**config.mk**
```make
export PLATFORM = sky130hd
export DESIGN_NAME = if_fetch_stage
export DESIGN_NICKNAME = d
export VERILOG_FILES = /design/src/rtl/riscv_pkg.sv /design/src/rtl/if_skid_buf.sv /design/src/rtl/if_fetch_stage.sv
export SDC_FILE = /design/constraint.sdc
export NUM_CORES = 1
export LEC_CHECK = 0
export BUFFER_PORTS_ARGS = -buffer_cell sky130_fd_sc_hd__buf_2
export CAP_MARGIN = 20
export CORE_ASPECT_RATIO = 0.5
export CORE_MARGIN = 1
export CORE_UTILIZATION = 39
export CTS_BUF_LIST = sky130_fd_sc_hd__clkbuf_8
export CTS_CLUSTER_SIZE = 12
export DETAILED_ROUTE_END_ITERATION = 12
export GPL_TIMING_DRIVEN = 0
export HOLD_SLACK_MARGIN = 0.08
export PLACE_DENSITY = 0.64
export SETUP_SLACK_MARGIN = 0.05
export SYNTH_ARGS = -nofsm -noshare
export SYNTH_HDL_FRONTEND = slang
export SYNTH_SLANG_ARGS = --single-unit
```
**constraint.sdc**
```tcl
create_clock -name clk -period 6.7 [get_ports clk]
set_input_delay 1.34 -clock clk [delete_from_list [all_inputs] [get_ports clk]]
set_output_delay 1.34 -clock clk [all_outputs]
set_load 0.02 [all_outputs]
```
**src/rtl/riscv_pkg.sv**
```systemverilog
// Shared definitions for the fetch front end: default width, NOP encoding and
// the fetch FSM state type.
package riscv_pkg;

    localparam int          XLEN_DEFAULT = 32;
    localparam logic [31:0] NOP_INSTR    = 32'h0000_0013;

    typedef enum logic [1:0] {
        BOOT = 2'd0,
        RUN  = 2'd1,
        FULL = 2'd2
    } fetch_state_t;

endpackage

```
**src/rtl/if_skid_buf.sv**
```systemverilog
// One-entry {pc, instr} holding register that catches a memory response
// arriving while the downstream output register is stalled.
module if_skid_buf
    import riscv_pkg::*;
#(
    parameter int XLEN = XLEN_DEFAULT
) (
    input  logic            clk,
    input  logic            rst_n,
    input  logic            load_i,
    input  logic            unload_i,
    input  logic            flush_i,
    input  logic [XLEN-1:0] pc_i,
    input  logic [31:0]     instr_i,
    output logic            valid_o,
    output logic [XLEN-1:0] pc_o,
    output logic [31:0]     instr_o
);

    logic            valid_q;
    logic [XLEN-1:0] pc_q;
    logic [31:0]     instr_q;

    // Flush beats load so a squashed response can never survive a redirect.
    always_ff @(posedge clk or negedge rst_n) begin
        if (!rst_n) begin
            valid_q <= 1'b0;
            pc_q    <= '0;
            instr_q <= NOP_INSTR;
        end else if (flush_i) begin
            valid_q <= 1'b0;
        end else if (load_i) begin
            valid_q <= 1'b1;
            pc_q    <= pc_i;
            instr_q <= instr_i;
        end else if (unload_i) begin
            valid_q <= 1'b0;
        end
    end

    assign valid_o = valid_q;
    assign pc_o    = pc_q;
    assign instr_o = instr_q;

endmodule

```
**src/rtl/if_fetch_stage.sv**
```systemverilog
// Instruction fetch: owns the PC, drives a 1-cycle-latency IMEM and hands {pc, instr}
// downstream over valid/ready. Define FETCH_MISALIGN_CHK_EN to add misalign_o.
module if_fetch_stage
    import riscv_pkg::*;
#(
    parameter int              XLEN     = XLEN_DEFAULT,
    parameter logic [XLEN-1:0] RESET_PC = '0
) (
    input  logic            clk,
    input  logic            rst_n,
    output logic            imem_req_o,
    output logic [XLEN-1:0] imem_addr_o,
    input  logic [31:0]     imem_rdata_i,
    input  logic            redirect_i,
    input  logic [XLEN-1:0] redirect_pc_i,
    output logic            valid_o,
    input  logic            ready_i,
    output logic [31:0]     instruccion_o,
    output logic [XLEN-1:0] pc_o
`ifdef FETCH_MISALIGN_CHK_EN
    ,
    output logic            misalign_o
`endif
);

    localparam logic [XLEN-1:0] PC_STEP = XLEN'(4);

    fetch_state_t    state_q, state_d;
    logic [XLEN-1:0] fetch_pc_q, fetch_pc_d;
    logic            inflight_q;
    logic [XLEN-1:0] inflight_pc_q;
    logic            out_valid_q, out_valid_d;
    logic [31:0]     out_instr_q, out_instr_d;
    logic [XLEN-1:0] out_pc_q, out_pc_d;

    logic            issue, resp, out_free;
    logic            skid_load, skid_unload, skid_valid;
    logic [XLEN-1:0] skid_pc;
    logic [31:0]     skid_instr;

    assign resp     = inflight_q && !redirect_i;
    assign out_free = !out_valid_q || ready_i;
    // A response heading into the skid fills it, so hold off the next request.
    assign issue    = (state_q == RUN) && !redirect_i && !(inflight_q && !out_free);

    assign imem_req_o  = issue;
    assign imem_addr_o = fetch_pc_q;

    always_comb begin
        state_d     = state_q;
        fetch_pc_d  = fetch_pc_q;
        out_valid_d = out_valid_q;
        out_instr_d = out_instr_q;
        out_pc_d    = out_pc_q;
        skid_load   = 1'b0;
        skid_unload = 1'b0;

        if (issue) begin
            fetch_pc_d = fetch_pc_q + PC_STEP;
        end

        case (state_q)
            BOOT:    state_d = RUN;
            RUN:     if (resp && !out_free) state_d = FULL;
            FULL:    if (ready_i) state_d = RUN;
            default: state_d = RUN;
        endcase

        if (redirect_i) begin
            state_d     = RUN;
            fetch_pc_d  = {redirect_pc_i[XLEN-1:2], 2'b00};
            out_valid_d = 1'b0;
        end else if (out_free) begin
            if (skid_valid) begin
                out_valid_d = 1'b1;
                out_instr_d = skid_instr;
                out_pc_d    = skid_pc;
                skid_unload = 1'b1;
            end else if (resp) begin
                out_valid_d = 1'b1;
                out_instr_d = imem_rdata_i;
                out_pc_d    = inflight_pc_q;
            end else begin
                out_valid_d = 1'b0;
            end
        end else if (resp) begin
            skid_load = 1'b1;
        end
    end

    always_ff @(posedge clk or negedge rst_n) begin
        if (!rst_n) begin
            state_q       <= BOOT;
            fetch_pc_q    <= RESET_PC;
            inflight_q    <= 1'b0;
            inflight_pc_q <= '0;
            out_valid_q   <= 1'b0;
            out_instr_q   <= NOP_INSTR;
            out_pc_q      <= '0;
        end else begin
            state_q     <= state_d;
            fetch_pc_q  <= fetch_pc_d;
            inflight_q  <= issue;
            if (issue) begin
                inflight_pc_q <= fetch_pc_q;
            end
            out_valid_q <= out_valid_d;
            out_instr_q <= out_instr_d;
            out_pc_q    <= out_pc_d;
        end
    end

    if_skid_buf #(
        .XLEN(XLEN)
    ) u_skid (
        .clk     (clk),
        .rst_n   (rst_n),
        .load_i  (skid_load),
        .unload_i(skid_unload),
        .flush_i (redirect_i),
        .pc_i    (inflight_pc_q),
        .instr_i (imem_rdata_i),
        .valid_o (skid_valid),
        .pc_o    (skid_pc),
        .instr_o (skid_instr)
    );

    assign valid_o       = out_valid_q;
    assign instruccion_o = out_instr_q;
    assign pc_o          = out_pc_q;

`ifdef FETCH_MISALIGN_CHK_EN
    logic misalign_q;

    always_ff @(posedge clk or negedge rst_n) begin
        if (!rst_n) begin
            misalign_q <= 1'b0;
        end else begin
            misalign_q <= redirect_i && (redirect_pc_i[1:0] != 2'b00);
        end
    end

    assign misalign_o = misalign_q;
`else
    // Target low bits are dropped silently when the check is not built.
    logic unused_pc_low;
    assign unused_pc_low = ^redirect_pc_i[1:0];
`endif

endmodule

```
# ---- Word-level counts from Yosys, hierarchy flattened
# Cells that the tools add are included.
dict set report totals {
  input_bits 68
  word_cells 55
  out_inout_bits 98
  reg_bits 197
}
dict set report op_classes {
  n_eq_ne 4
  n_addsub 1
  bitwise_logic 1
  mux 22
  n_reduce_logical 17
}
# cell count
set ops {}
lappend ops {{2-to-1 mux 32 bit} 6}
lappend ops {{adder 32 x 3 -> 32 bit, second input constant} 1}
lappend ops {{2-to-1 mux 1 bit} 12}
lappend ops {{2-to-1 mux 2 bit} 3}
lappend ops {{nonzero test 2 bit} 3}
lappend ops {{logical AND 1 bit} 5}
lappend ops {{logical NOT 1 bit} 4}
lappend ops {{case mux 2 bit (2 select lines)} 1}
lappend ops {{AND reduction 2 bit} 2}
lappend ops {{inequality test 3 x 2 -> 1 bit, second input constant} 1}
lappend ops {{inequality test 3 bit, second input constant} 1}
lappend ops {{AND reduction 3 bit} 1}
lappend ops {{nonzero test 3 bit} 1}
lappend ops {{== test 2 x 1 -> 1 bit, second input constant} 1}
lappend ops {{== test 2 bit, second input constant} 1}
lappend ops {{logical OR 1 bit} 1}
lappend ops {{NOT 1 bit} 1}

# ---- Longest topological paths before layout
# Gate-level depths: netlist of the first run.
dict set report logic_depth {
  ltp_word 8
  ltp_mapped 7
}

# ---- Modules after synthesis
# A second synthesis of the first run with hierarchy kept.
dict set report unflattened {
  cells_unflattened 776
  hier_area_um2 8833.5
}
# module area_each_um2 seq_area_each_um2 instances cells_each
set by_module_without_submodules {}
lappend by_module_without_submodules {if_fetch_stage 6088.3 3206.8 1 636}
lappend by_module_without_submodules {if_skid_buf 2745.1 1630.3 1 140}

# ---- Least setup slack after synthesis of the first run
# Ideal clock, no wire load.
dict set report synth_timing {
  path_kind {input to output}
  start {input port redirect_i}
  end {output port imem_req_o}
  arrival_ns 2.474
  slack_ns 2.886
  cell_stages 6
  n_path_buf 3
  cell_sequence {buf_2 clkinv_1 nand3_1 clkbuf_1 clkbuf_1 inv_1}
}
dict set report synth_between {
  elab_chain_len 3
}
# item line_no
set synth_lines {}
lappend synth_lines {{start, declared} if_fetch_stage.sv:14} ;# input logic redirect_i,
lappend synth_lines {{logical NOT 1 bit} if_fetch_stage.sv:44} ;# assign issue = (state_q == RUN) && !redirect_i && !(inflight_q && !out_free);
lappend synth_lines {{logical AND 1 bit (2 in a row)} if_fetch_stage.sv:44}
lappend synth_lines {{end, declared} if_fetch_stage.sv:11} ;# output logic imem_req_o,
# Every way passes these cells.

# ---- Final worst setup path of the first run
# Ends and elaborated chain as after synthesis.

==> reports/metrics.yaml, run 1 <==
status: "finished, final reports clean"
crit_slowest_cell: "clkbuf_1"
crit_chain: "buf_2, clkinv_1, nand3_1, clkbuf_1, clkbuf_1, inv_1, buf_2"
cts_resized: 0
netlist_area_sq_um: 8222
die_w_um: 207.3
holdPathStages: 1
dp_slack_ns: 2.328
clockBufferDepth: 2
io_buffers: 158
remaining_drc_errors: 0
timing.final.crit_share: 0.6561
hp-start: "u_skid.instr_o[7]"
power.leakage_uw: 0.004119
yosys.area_share.adder: 0.001522
drv_slew: 0
synth_seq_cells: 189
hold_violations: 0
synth_top_family_by_area: "multiplexers"
synth_compound_area_frac: 0.08127
setup_ws_ns: 2.304
grt_pass1_vias: 6163
clock_latency_ns: 0.48
viasPerCell: 5.174
setup_tns_ns: 0
synth_top_flop_cell: "dfrtp_1"
async_flop_share: 1.000
synth_xor_xnor_area_share: 0.008522
power.total_uw: 3013
hold_class: "reg -> reg"
antenna_left: 0
diodes: 0
setup_viol: 0
io_pins: 166
synth_area_per_cell_sq_um: 11.73
fp.dieH_um: 104.7
synthToLayoutAreaGrowth_pct: 19.33
swShare: 0.3398
row_count: 37
ys_types: 46
crit_required_ns: 5.36
holdWs_ns: 0.5125
cp_max_fo: 10
drive_above_1_share: 0.3352
rsz0062_at_grt: "false"
routed_wl_mm: 20.21
r2r_end: "instruccion_o[8]"
placed_area_sq_um: 9403
layout_commonest_cell: "dfrtp_1"
clock_power_share: 0.254
clkSlewWorstSetupHoldPaths_ns: 0.10
fill_cells: 1947
power_density_nw_per_um2: 307.1
whs_endpoint: "u_skid.instr_o[7]"
clockRootBuffer: "clkbuf_8"
dp.final_hpwl_mm: 14.49
switchingPower_uw: 1024
critPathMaxStageDelay_ns: 0.48
reg2regPathDepth: 6
grt_start_max_net_pins: 111
critPathLaunchType: "input port"
vdd_drop_max_uv: 106.9
worstMarginPinSlew_ns: 0.9348
antenna_found_initial: 0
r2r-start: "u_skid.valid_o"
synthMuxAreaShare: 0.1972
final_area_sq_um: 9811
max_freq_mhz: 227.5
core_sq_um: 20600
cap_violations: 0
avgRoutedWirePerCell_um: 17.30
htree_levels: 4
final_cell_mix: "183 x dfrtp_1, 162 x buf_2, 88 x mux2_2"
cts_tree: "done"
arrival_ns: 3.06
skew_ns: 0.02262
grt_pass1_wl_mm: 32.85
slew_headroom: 0.3745
cts_sinks: 189
cts_setup_buffers: 0
hold_buffers: 0
comb_power_share: 0.222
syn-instance-count: 701
synth-edff-count: 0
finalNetCount: 951
die-area_sq_um: 21700
start_util: 0.3991
drtIter0Drc: 444
ys_warn_count: 0
r2r_setup_slack_ns: 3.98
grt_overflow_total: 0
power_frac_seq: 0.524
dr.pass1.iters: 5
crit_path_end_kind: "primary output"
cts-buffers-inserted: 17
post-route-min-period_ns: 4.396
seq_area_frac_synth: 0.5762
vias: 6043
grt_util_all_layers: 0.1929
gp_congestion: 0.8403
synthSimpleGateAreaFrac: 0.1049
worstSetupPathType: "in -> out"
p_int_uw: 1989
-- state kept, by name, summed over array words and instances (netlist names), 2 cells and up --
signal / flops
u_skid.instr_o: 32
instruccion_o: 32
imem_addr_o: 30
state_q: 2
u_skid.pc_o: 30
pc_o: 30
inflight_pc_q: 30
-- worst max-delay path by stage --
stage	start	to	cells past startpoint
2_1_floorplan	redirect_i	imem_req_o	6
5_1_grt	redirect_i	imem_req_o	7
3_5_place_dp	redirect_i	imem_req_o	7
6_report	redirect_i	imem_req_o	7
3_3_place_gp	rst_n	imem_addr_o[21]	1
4_1_cts	redirect_i	imem_req_o	7
-- cell type report --
class | instances | area, sq um | area share
tap | 273 | 341.6 | 0.03482
buffer | 50 | 216.5 | 0.02206
timing repair buffer | 159 | 828.3 | 0.08443
sequential | 189 | 4737 | 0.4828
inverter | 8 | 30.03 | 0.003061
clock buffer | 17 | 234.0 | 0.02385
multi-input combinational | 457 | 3249 | 0.3312
clock inverter | 15 | 173.9 | 0.01773
-- power groups by stage --
stage	combinational [uW]	sequential [uW]	clock (uW)
floorplan	318	1690	0
global placement	659	1590	0
detailed placement	678	1600	0
CTS	680	1580	792
global route	732	1610	834
finish	669	1580	766
-- cells by family (layout without fill, tap and decap cells) --
family | Yosys count | count (layout)
buf+inv | 58 | 249
other cells | 1 | 4
compound gates | 117 | 117
mux | 151 | 151
fa+ha+maj | 1 | 1
xor+xnor | 8 | 8
flops | 189 | 189
simple gates | 176 | 176
-- synthesized netlist by cell type, drive strengths merged, types with 11 or more instances --
| master | number | share of area |
|---|---|---|
| a31oi | 14 | 0.011 |
| nand3 | 11 | 0.0067 |
| nor2 | 80 | 0.037 |
| dfrtp | 183 | 0.56 |
| clkbuf | 27 | 0.012 |
| nand2 | 30 | 0.014 |
| mux2i | 63 | 0.077 |
| o21ai | 18 | 0.011 |
| or4 | 18 | 0.017 |
| o31ai | 11 | 0.010 |
| a21oi | 63 | 0.038 |
| mux2 | 88 | 0.12 |
| buf | 23 | 0.014 |
-- worst max-delay path: cells and delay by family --
family | cells | cell delay [ns]
buffers and inverters | 6 | 1.58
and+or+nand+nor | 1 | 0.14
-- routing by layer --
metal	up-vias	routed length, um	GRT usage
li1	2863	-	-
met1	3010	9940	0.2717
met2	148	9137	0.2949
met3	22	885	0.04418
met4	0	242	0.06023
met5	-	0	0
-- metrics by stage --
| step | util | instances |
|---|---|---|
| CTS | 0.4762 | 1168 |
| finish | 0.4762 | 1168 |
| detailed placement | 0.4564 | 1136 |
| floorplan | - | 704 |
| global placement | 0.4546 | 1135 |
| global route | 0.4762 | 1168 |
No activity file was read; power rests on OpenSTA's default activity.
==> run 2: changes to the inputs <==
Settings changed: ABC_AREA set to 1, PLACE_DENSITY 0.64 to 0.63.
Clock period 6.7 ns to 4.5 ns, I/O delays scaled along.
==> reports/metrics.yaml, run 2 <==
synth_top_flop_cell: "dfrtp_1"
cts_tree: "done"
crit_required_ns: 3.60  # -1.76 ns
synthTopCellsByCount: "444 x nand2_1, 183 x dfrtp_1, 106 x inv_1, 93 x o21ai_0, 60 x o21ai_1"
worstMarginPinSlew_ns: 0.6518  # -0.2830 ns
ys_types: 34  # -26%
finalNetCount: 1377  # +45%
seq_area_frac_synth: 0.5277  # -0.04843
skew_ns: 0.01080  # -0.01181 ns
cap_violations: 0  # unchanged
synthMuxAreaShare: 0  # -0.1972
final_cell_mix: "444 x nand2_1, 183 x dfrtp_1, 182 x buf_2"
clock_latency_ns: 0.48  # about the same
post-route-min-period_ns: 2.806
comb_power_share: 0.239  # +0.017
switchingPower_uw: 1591  # +55%
clockRootBuffer: "clkbuf_8"
start_util: 0.4060  # +0.006910
hold_class: "in -> async"
avgRoutedWirePerCell_um: 14.56  # -16%
grt_overflow_total: 0  # unchanged
power_frac_seq: 0.501  # -0.023
power_density_nw_per_um2: 435.2  # +42%
rsz0062_at_grt: "false"
vias: 7852  # +30%
die_w_um: 216.6  # +4.4%
viasPerCell: 4.844  # -6.4%
synth_top_area_frac: 0.5102  # -0.04682
drive_above_1_share: 0.2089  # -0.1263
timing.final.crit_share: 0.6236
swShare: 0.3448  # +0.004973
fin_util: 0.4797  # +0.003518
r2r_end: "pc_o[30]"
remaining_drc_errors: 0  # unchanged
synthToLayoutAreaGrowth_pct: 18.16
hold_buffers: 0  # unchanged
routed_wl_mm: 23.60  # +17%
slew_headroom: 0.5654  # +0.1910
p_int_uw: 3024  # +52%
status: "finished, final reports clean"
drtIter0Drc: 598  # +35%
grt_pass1_wl_mm: 38.03  # +16%
fill_cells: 2210  # +14%
die-area_sq_um: 23660  # +9.0%
setup_viol: 0  # unchanged
r2r_setup_slack_ns: 2.77  # -1.21 ns
io_pins: 166  # unchanged
clock_power_share: 0.260  # +0.006
vdd_drop_max_uv: 166.2  # +56%
synth_top_family_by_area: "simple AND/OR/NAND/NOR gates"
final_area_sq_um: 10610  # +8.1%
antenna_found_initial: 0  # unchanged
dp.final_hpwl_mm: 17.41  # +20%
placed_area_sq_um: 10190  # +8.4%
synthSimpleGateAreaFrac: 0.2618  # +0.1569
synth_most_common_cell: "nand2_1"
r2r-start: "u_skid.valid_o"
synth_top_area_cell: "dfrtp_1"
grt_pass1_vias: 7256  # +18%
cts-buffers-inserted: 17  # unchanged
diodes: 0  # unchanged
yosys.area_share.adder: 0.001394  # -0.0001279
cts_setup_buffers: 0  # unchanged
synth_area_per_cell_sq_um: 7.965  # -32%
gp_congestion: 0.8894  # +5.8%
max_freq_mhz: 356.3
htree_levels: 4  # unchanged
reg2regPathDepth: 7  # +1
grt_util_all_layers: 0.2074  # +0.01450
arrival_ns: 1.91  # -1.15 ns
synth-edff-count: 0  # unchanged
fp.dieH_um: 109.3  # +4.4%
crit_path_end_kind: "primary output"
ys_warn_count: 0  # unchanged
power.leakage_uw: 0.005458  # +33%
hold_violations: 0  # unchanged
netlist_area_sq_um: 8976  # +9.2%
async_flop_share: 1.000  # unchanged
cts_sinks: 189  # unchanged
io_buffers: 158  # unchanged
core_sq_um: 22110  # +7.3%
dr.pass1.iters: 5  # unchanged
yosys-top-cells-area: "dfrtp_1 51%, nand2_1 19%, o21ai_0 5.2%, inv_1 4.4%, o21ai_1 3.3%"
layout_commonest_cell: "nand2_1"
cts_resized: 0  # unchanged
worstSetupPathType: "in -> out"
antenna_left: 0  # unchanged
synth_compound_area_frac: 0.1202  # +0.03889
critPathLaunchType: "input port"
synth_seq_cells: 189  # unchanged
row_count: 38  # +2.7%
synth_xor_xnor_area_share: 0.002927  # -0.005595
drv_slew: 0  # unchanged
clkSlewWorstSetupHoldPaths_ns: 0.09  # about the same
grt_start_max_net_pins: 129  # +16%
clockBufferDepth: 2  # unchanged
cp_max_fo: 11  # +1
syn-instance-count: 1127  # +61%
-- run 2: changes by cell type after synthesis, moves of 28 or more --
cell	change
mux2_2	-88
o21ai_1	+60
nor2_1	-28
inv_1	+99
o21ai_0	+75
mux2i_1	-63
a21oi_1	-45
nand2_1	+414
nand3_1	+30
-- run 2: layout make-up --
cell class	count	area (sq um)	share of cell area
buffer	58	350.3	0.03303
clock buffer	18	247.7	0.02336
clock inverter	14	167.7	0.01581
inverter	110	417.9	0.03940
multi-input combinational	773	3482	0.3283
sequential	189	4737	0.4466
tap	300	375.4	0.03539
timing repair buffer	159	828.3	0.07809
-- run 2: cells by family (layout without fill, tap and decap cells) --
kind of cell,count (synthesis),after routing
XOR/XNOR,3,3
other,1,4
buffers and inverters,168,359
AO/OA/AOI/OAI,197,197
AND/OR/NAND/NOR,568,568
flip-flops,189,189
adder cells (fa/ha/maj),1,1
-- run 2: worst max-delay path, stage by stage --
cell and delay, ns:
buf_6 0.13, inv_6 0.08, nand2_2 0.06, nor2_4 0.09, nand2_4 0.10, inv_2 0.07, buf_2 0.24, buf_2 0.21
-- run 2: through the flow --
step | cells | TNS [ns] | power [uW] | worst slack, ns | hold slack, ns
floorplan | 1130 | 0 | 3020 | 2.008 | 0.4528
global placement | 1588 | -94.00 | 3415 | -0.5368 | 0.4503
detailed placement | 1589 | 0 | 3460 | 1.698 | 0.4540
CTS | 1621 | 0 | 4660 | 1.693 | 0.3404
global route | 1621 | 0 | 4915 | 1.628 | 0.3569
finish | 1621 | 0 | 4615 | 1.694 | 0.3374
-- run 2: worst max path at each step --
stage                    start                to  slack, ns  cells after the start
floorplan           redirect_i        imem_req_o       2.01                      7
global placement         rst_n  instruccion_o[9]      -0.54                      1
detailed placement     ready_i        imem_req_o       1.70                      7
CTS                    ready_i        imem_req_o       1.69                      7
global route        redirect_i        imem_req_o       1.63                      8
finish              redirect_i        imem_req_o       1.69                      8
-- run 2: routing by layer --
metal	up-vias	GRT usage	routed length, um
li1	3889	-	-
met1	3721	0.3042	11640
met2	219	0.3104	10270
met3	23	0.03849	1327
met4	0	0.06237	366
met5	-	0	0
-- run 2: power groups by stage --
stage / clock (uW) / sequential (uW) / combinational [uW]
after floorplan: 0 / 2510 / 513
after global placement: 0 / 2330 / 1080
after detailed placement: 0 / 2350 / 1110
after CTS: 1230 / 2310 / 1120
after global routing: 1310 / 2370 / 1240
final: 1200 / 2310 / 1100
